$ cat src/rtl/stat_display.sv
// Statistics value selector with snapshot, sticky halt flag and an
// 8-digit multiplexed active-low hex seven-segment driver.
module stat_display #(
  parameter int SCAN_DIV = 50000,
  parameter bit BLANK_LZ = 1'b1
) (
  input  logic        clk,
  input  logic        rst,
  input  logic [31:0] total_cycles,
  input  logic [31:0] uncondi_num,
  input  logic [31:0] condi_num,
  input  logic [31:0] condi_suc_num,
  input  logic [31:0] SyscallOut,
  input  logic        halt,
  input  logic [2:0]  sel,
  input  logic        hold,
  output logic [31:0] shown_value,
  output logic        halted,
  output logic [7:0]  an,
  output logic [7:0]  seg
);

  localparam int DW = $clog2(SCAN_DIV);
  localparam logic [DW-1:0] DIV_LAST = DW'(SCAN_DIV - 1);

  logic [31:0]   shown_value_q, shown_value_d;
  logic          halted_q, halted_d;
  logic [DW-1:0] div_q, div_d;
  logic [2:0]    idx_q, idx_d;
  logic [7:0]    an_q, an_d;
  logic [7:0]    seg_q, seg_d;

  logic [31:0] sel_value;
  logic [31:0] upper;
  logic [3:0]  nibble;
  logic        blank;

  function automatic logic [6:0] hex7(input logic [3:0] n);
    logic [6:0] r;
    case (n)
      4'h0: r = 7'h40;
      4'h1: r = 7'h79;
      4'h2: r = 7'h24;
      4'h3: r = 7'h30;
      4'h4: r = 7'h19;
      4'h5: r = 7'h12;
      4'h6: r = 7'h02;
      4'h7: r = 7'h78;
      4'h8: r = 7'h00;
      4'h9: r = 7'h10;
      4'hA: r = 7'h08;
      4'hB: r = 7'h03;
      4'hC: r = 7'h46;
      4'hD: r = 7'h21;
      4'hE: r = 7'h06;
      default: r = 7'h0E;
    endcase
    return r;
  endfunction

  always_comb begin
    case (sel)
      3'd0:    sel_value = total_cycles;
      3'd1:    sel_value = uncondi_num;
      3'd2:    sel_value = condi_num;
      3'd3:    sel_value = condi_suc_num;
      3'd4:    sel_value = SyscallOut;
      default: sel_value = 32'd0;
    endcase
  end

  always_comb begin
    shown_value_d = hold ? shown_value_q : sel_value;
    halted_d      = halted_q | halt;
    div_d         = div_q + 1'b1;
    idx_d         = idx_q;
    if (div_q == DIV_LAST) begin
      div_d = '0;
      idx_d = idx_q + 3'd1;
    end
  end

  // Leading-zero test: everything from the current digit upward is zero.
  always_comb begin
    upper  = shown_value_q >> {idx_q, 2'b00};
    nibble = shown_value_q[{idx_q, 2'b00} +: 4];
    blank  = BLANK_LZ && (idx_q != 3'd0) && (upper == 32'd0);
    an_d   = ~(8'h01 << idx_q);
    seg_d  = {~((idx_q == 3'd0) && halted_q), hex7(nibble)};
    if (blank) begin
      an_d  = 8'hFF;
      seg_d = 8'hFF;
    end
  end

  always_ff @(posedge clk) begin
    if (rst) begin
      shown_value_q <= 32'd0;
      halted_q      <= 1'b0;
      div_q         <= '0;
      idx_q         <= 3'd0;
      an_q          <= 8'hFF;
      seg_q         <= 8'hFF;
    end else begin
      shown_value_q <= shown_value_d;
      halted_q      <= halted_d;
      div_q         <= div_d;
      idx_q         <= idx_d;
      an_q          <= an_d;
      seg_q         <= seg_d;
    end
  end

  assign shown_value = shown_value_q;
  assign halted      = halted_q;
  assign an          = an_q;
  assign seg         = seg_q;

endmodule

$ cat config.mk
export PLATFORM = sky130hd
export DESIGN_NAME = stat_display
export DESIGN_NICKNAME = d
export VERILOG_FILES = /design/src/rtl/stat_display.sv
export SDC_FILE = /design/constraint.sdc
export NUM_CORES = 1
export LEC_CHECK = 0
export BUFFER_PORTS_ARGS = -buffer_cell sky130_fd_sc_hd__buf_2
export CORE_MARGIN = 1
export CORE_UTILIZATION = 42
export DETAILED_ROUTE_END_ITERATION = 16
export PLACE_DENSITY = 0.85
export SLEW_MARGIN = 20
export SYNTH_ARGS = -nofsm -noshare
export SYNTH_HDL_FRONTEND = slang
export SYNTH_SLANG_ARGS = --single-unit
export TNS_END_PERCENT = 5
$ cat constraint.sdc
create_clock -name clk -period 2.6 [get_ports clk]
set_input_delay 0.52 -clock clk [delete_from_list [all_inputs] [get_ports clk]]
set_output_delay 0.52 -clock clk [all_outputs]
set_load 0.005 [all_outputs]
==> impl_results.md <==
- Number of global-route vias before repair: 4467
- Min-delay worst type: in2reg
- # setup viols final: 0
- Drt drc: 0
- Antenna Nets Post-Route: 0
- Seq cells post-synth: 68
- Num ports: 216
- Die ar.: 10300 µm²
- FP Rows: 35
- Max Cap Viol: 0
- Crit path launch: idx_q[0]
- Port bufs: 215
- GR Util met3: 5.24%
- Initial antenna violation count: 2
- Peak VDD IR: 0.326 mV
- Layout Cells excl Fill: 846
- Critical path peak fanout: 14
- Area leader, netlist: dfxtp_1
- CTS H-tree lvls: 3
- Initial core utilization: 44.2%
- Hold buffers post-CTS: 0
- Synth area leaders: dfxtp_1 (33%), mux2i_1 (8.7%), o21ai_0 (7.8%)
- Worst Path Class, Setup: reg2reg
- Total power: 2.89 mW
- Starting DRT DRC Count: 213
- Gr busiest metal: met2
- Final setup TNS: 0 ns
- Root Buffer: clkbuf_8
- Yosys top cell area share: 32.7%
- Placed wire-length estimate: 10900 µm
- First-pass GRT wire length: 21500 µm
- CP Cell Sequence: mux4_2 > mux2i_4 > ha_1 > inv_1 > a21o_1 > a221oi_1 > a21oi_2 > o221ai_1
- Outcome: finished, final reports clean
- CTS Buf Count: 9
- Clock tree buffer depth: 2
- Largest net degree at the start of global routing: 33
- Average cell area after synthesis: 8.29 µm²
- Post-synthesis sequential area ratio: 32.7%
- Drt pass-1 iters: 4
- Unrepaired setup endpoints after global routing: no
- Fraction of layout cells with a size suffix above 1: 39.3%
- Final hold vios: 0
- Post-Synthesis Cells: 502
- Met2 Usage GRT: 46.7%
- Nets@finish: 889
- DR WL/cell: 16.0 µm
- CTS tree: built
- Commonest cells after routing, fill and taps aside: buf_2 (215), nand2_1 (69), dfxtp_1 (67)
- Worst hold slack: 0.376 ns
- WP data required: 2.86 ns
- Filler instances: 876
- Final instance area: 5750 µm²
- Worst Max-Slew Pin Slew: 0.570 ns
- Crit-path max cell delay: 0.57 ns
- Placed Instances: 828
- Area Overhead vs Synth: 38.1%
- Final worst path period share: 92.6%
- FF+latch area: 1360 µm²
- Worst Skew: 0.00605 ns
- Core area: 9420 µm²
- Rel. slew slack: 61.6%
- Predominant post-synthesis flop cell: dfxtp_1
- CP Capture Type: flip-flop
- Post-synthesis cell area: 4160 µm²
- Global Route Usage Sum: 27.0%
- Post-synth EDFFs: 0
- WL final: 13500 µm
- Vias after detailed routing: 4580
- Die H: 102 µm
- Static Leak: 2.62 nW
- CTS Sinks: 68
- Most common cell after layout, fill and taps aside: buf_2
- Fmax: 0.415 GHz
- Synth Warn #: 0
- Tmin final: 2.41 ns
- Max-slew violation count: 0
- PD cells: 503 nW/µm²
- Vias per Instance: 5.41
- Worst r2r src: idx_q[0]
- Placer Congestion: 0.930
- Netlist cell types: 47
- Die width: 102 µm
- Critical path launch point type: flip-flop
- Ys async rst share: 0%
- HP Start: halt
- Syn nets: 681
- Worst path arrival time: 2.67 ns
- Aggregate global routing overflow: 0
- Slowest stage cell, crit path: mux4_2
- Worst-path clk slew: 0.07 ns
- GR met1 Demand/Resource: 32.2%
- DP Area: 5440 µm²
- Area occupied by multi-input gates: 2660 µm²
- Setup repair bufs after CTS: 0
- Clk_lat worst skew: 0.35 ns
## sequential cells by signal (all words and copies together) (netlist names)
register     flops
shown_value     32
halted           1
an               8
div_q           16
idx_q            3
seg              8
## cell families (layout without fill, tap and decap cells)
group / after synthesis / count (layout) / share of synthesized area [%]
AO/OA/AOI/OAI: 157 / 157 / 23.3
XOR/XNOR: 16 / 16 / 3.37
adder cells (fa/ha/maj): 12 / 12 / 3.61
buffers and inverters: 47 / 260 / 4.45
flip-flops: 68 / 68 / 32.7
multiplexers: 51 / 51 / 15.7
other: 0 / 2 / 0
AND/OR/NAND/NOR: 151 / 151 / 16.9
## path summary, 6_finish.rpt
check                                end  slack, ns  depth (start not counted)
worst max-delay path              seg[4]       0.19                          8
worst min-delay path              halted       0.38                          3
worst max register to register    seg[4]       0.19                          8
worst min register to register  div_q[0]       0.48                          1
## Yosys cell counts (3+ instances only)
| master | n |
|---|---|
| xnor2_1 | 8 |
| nor4_1 | 4 |
| nor2_1 | 36 |
| mux2i_1 | 36 |
| dfxtp_1 | 68 |
| o21ai_1 | 7 |
| a22o_1 | 31 |
| ha_1 | 12 |
| clkbuf_1 | 30 |
| nor3b_1 | 3 |
| nor3_1 | 6 |
| nand2_1 | 69 |
| a21oi_1 | 36 |
| o211ai_1 | 3 |
| buf_1 | 3 |
| mux4_2 | 11 |
| nand2b_1 | 3 |
| nand3_1 | 10 |
| inv_1 | 8 |
| buf_2 | 4 |
| nand4_1 | 5 |
| o21ai_0 | 65 |
| xor2_1 | 8 |
| a22oi_1 | 3 |
| mux2_2 | 3 |
## cell type report
| class | count | share of cell area [%] |
|---|---|---|
| Multi-Input combinational cell | 387 | 46.3 |
| Timing Repair Buffer | 235 | 21.3 |
| Clock inverter | 6 | 2.77 |
| Antenna cell | 2 | 0.0871 |
| Inverter | 9 | 0.588 |
| Tap cell | 129 | 2.81 |
| Clock buffer | 10 | 2.39 |
| Sequential cell | 68 | 23.7 |
## metrics by stage
step                      setup WS (ns)  util [%]
after global routing             0.0324      61.0
after global placement           0.0700      57.8
after CTS                        0.0808      61.0
after floorplan                  0.0127         -
final                             0.192      61.0
after detailed placement         0.0163      57.8
## power by group
group	leakage (nW)	total, mW	switching [mW]	internal (mW)
combinational	1.92	0.508	0.247	0.262
clock	0.147	1.26	0.401	0.859
sequential	0.555	1.12	0.0349	1.09
total	2.62	2.89	0.682	2.21
## timing repair
action                                  CTS  global route
resized for setup                         1             1
endpoints found under the setup margin    2            11
pin swaps                                 0             0
## critical path, delay by kind of cell (launching register included)
family / cells / cell delay [ns]
AO/OA/AOI/OAI: 4 / 0.87
adder cells (fa/ha/maj): 1 / 0.22
flip-flops: 1 / 0.42
buffers and inverters: 1 / 0.07
multiplexers: 2 / 0.75
## layer usage
metal / routed length, µm / share of wire, % / vias up
met3: 815 / 6.0 / 28
met4: 342 / 2.5 / 0
li1: - / - / 2247
met5: 0 / 0 / -
met2: 6690 / 50 / 188
met1: 5660 / 42 / 2117
Power figures use the tool's default switching activity.
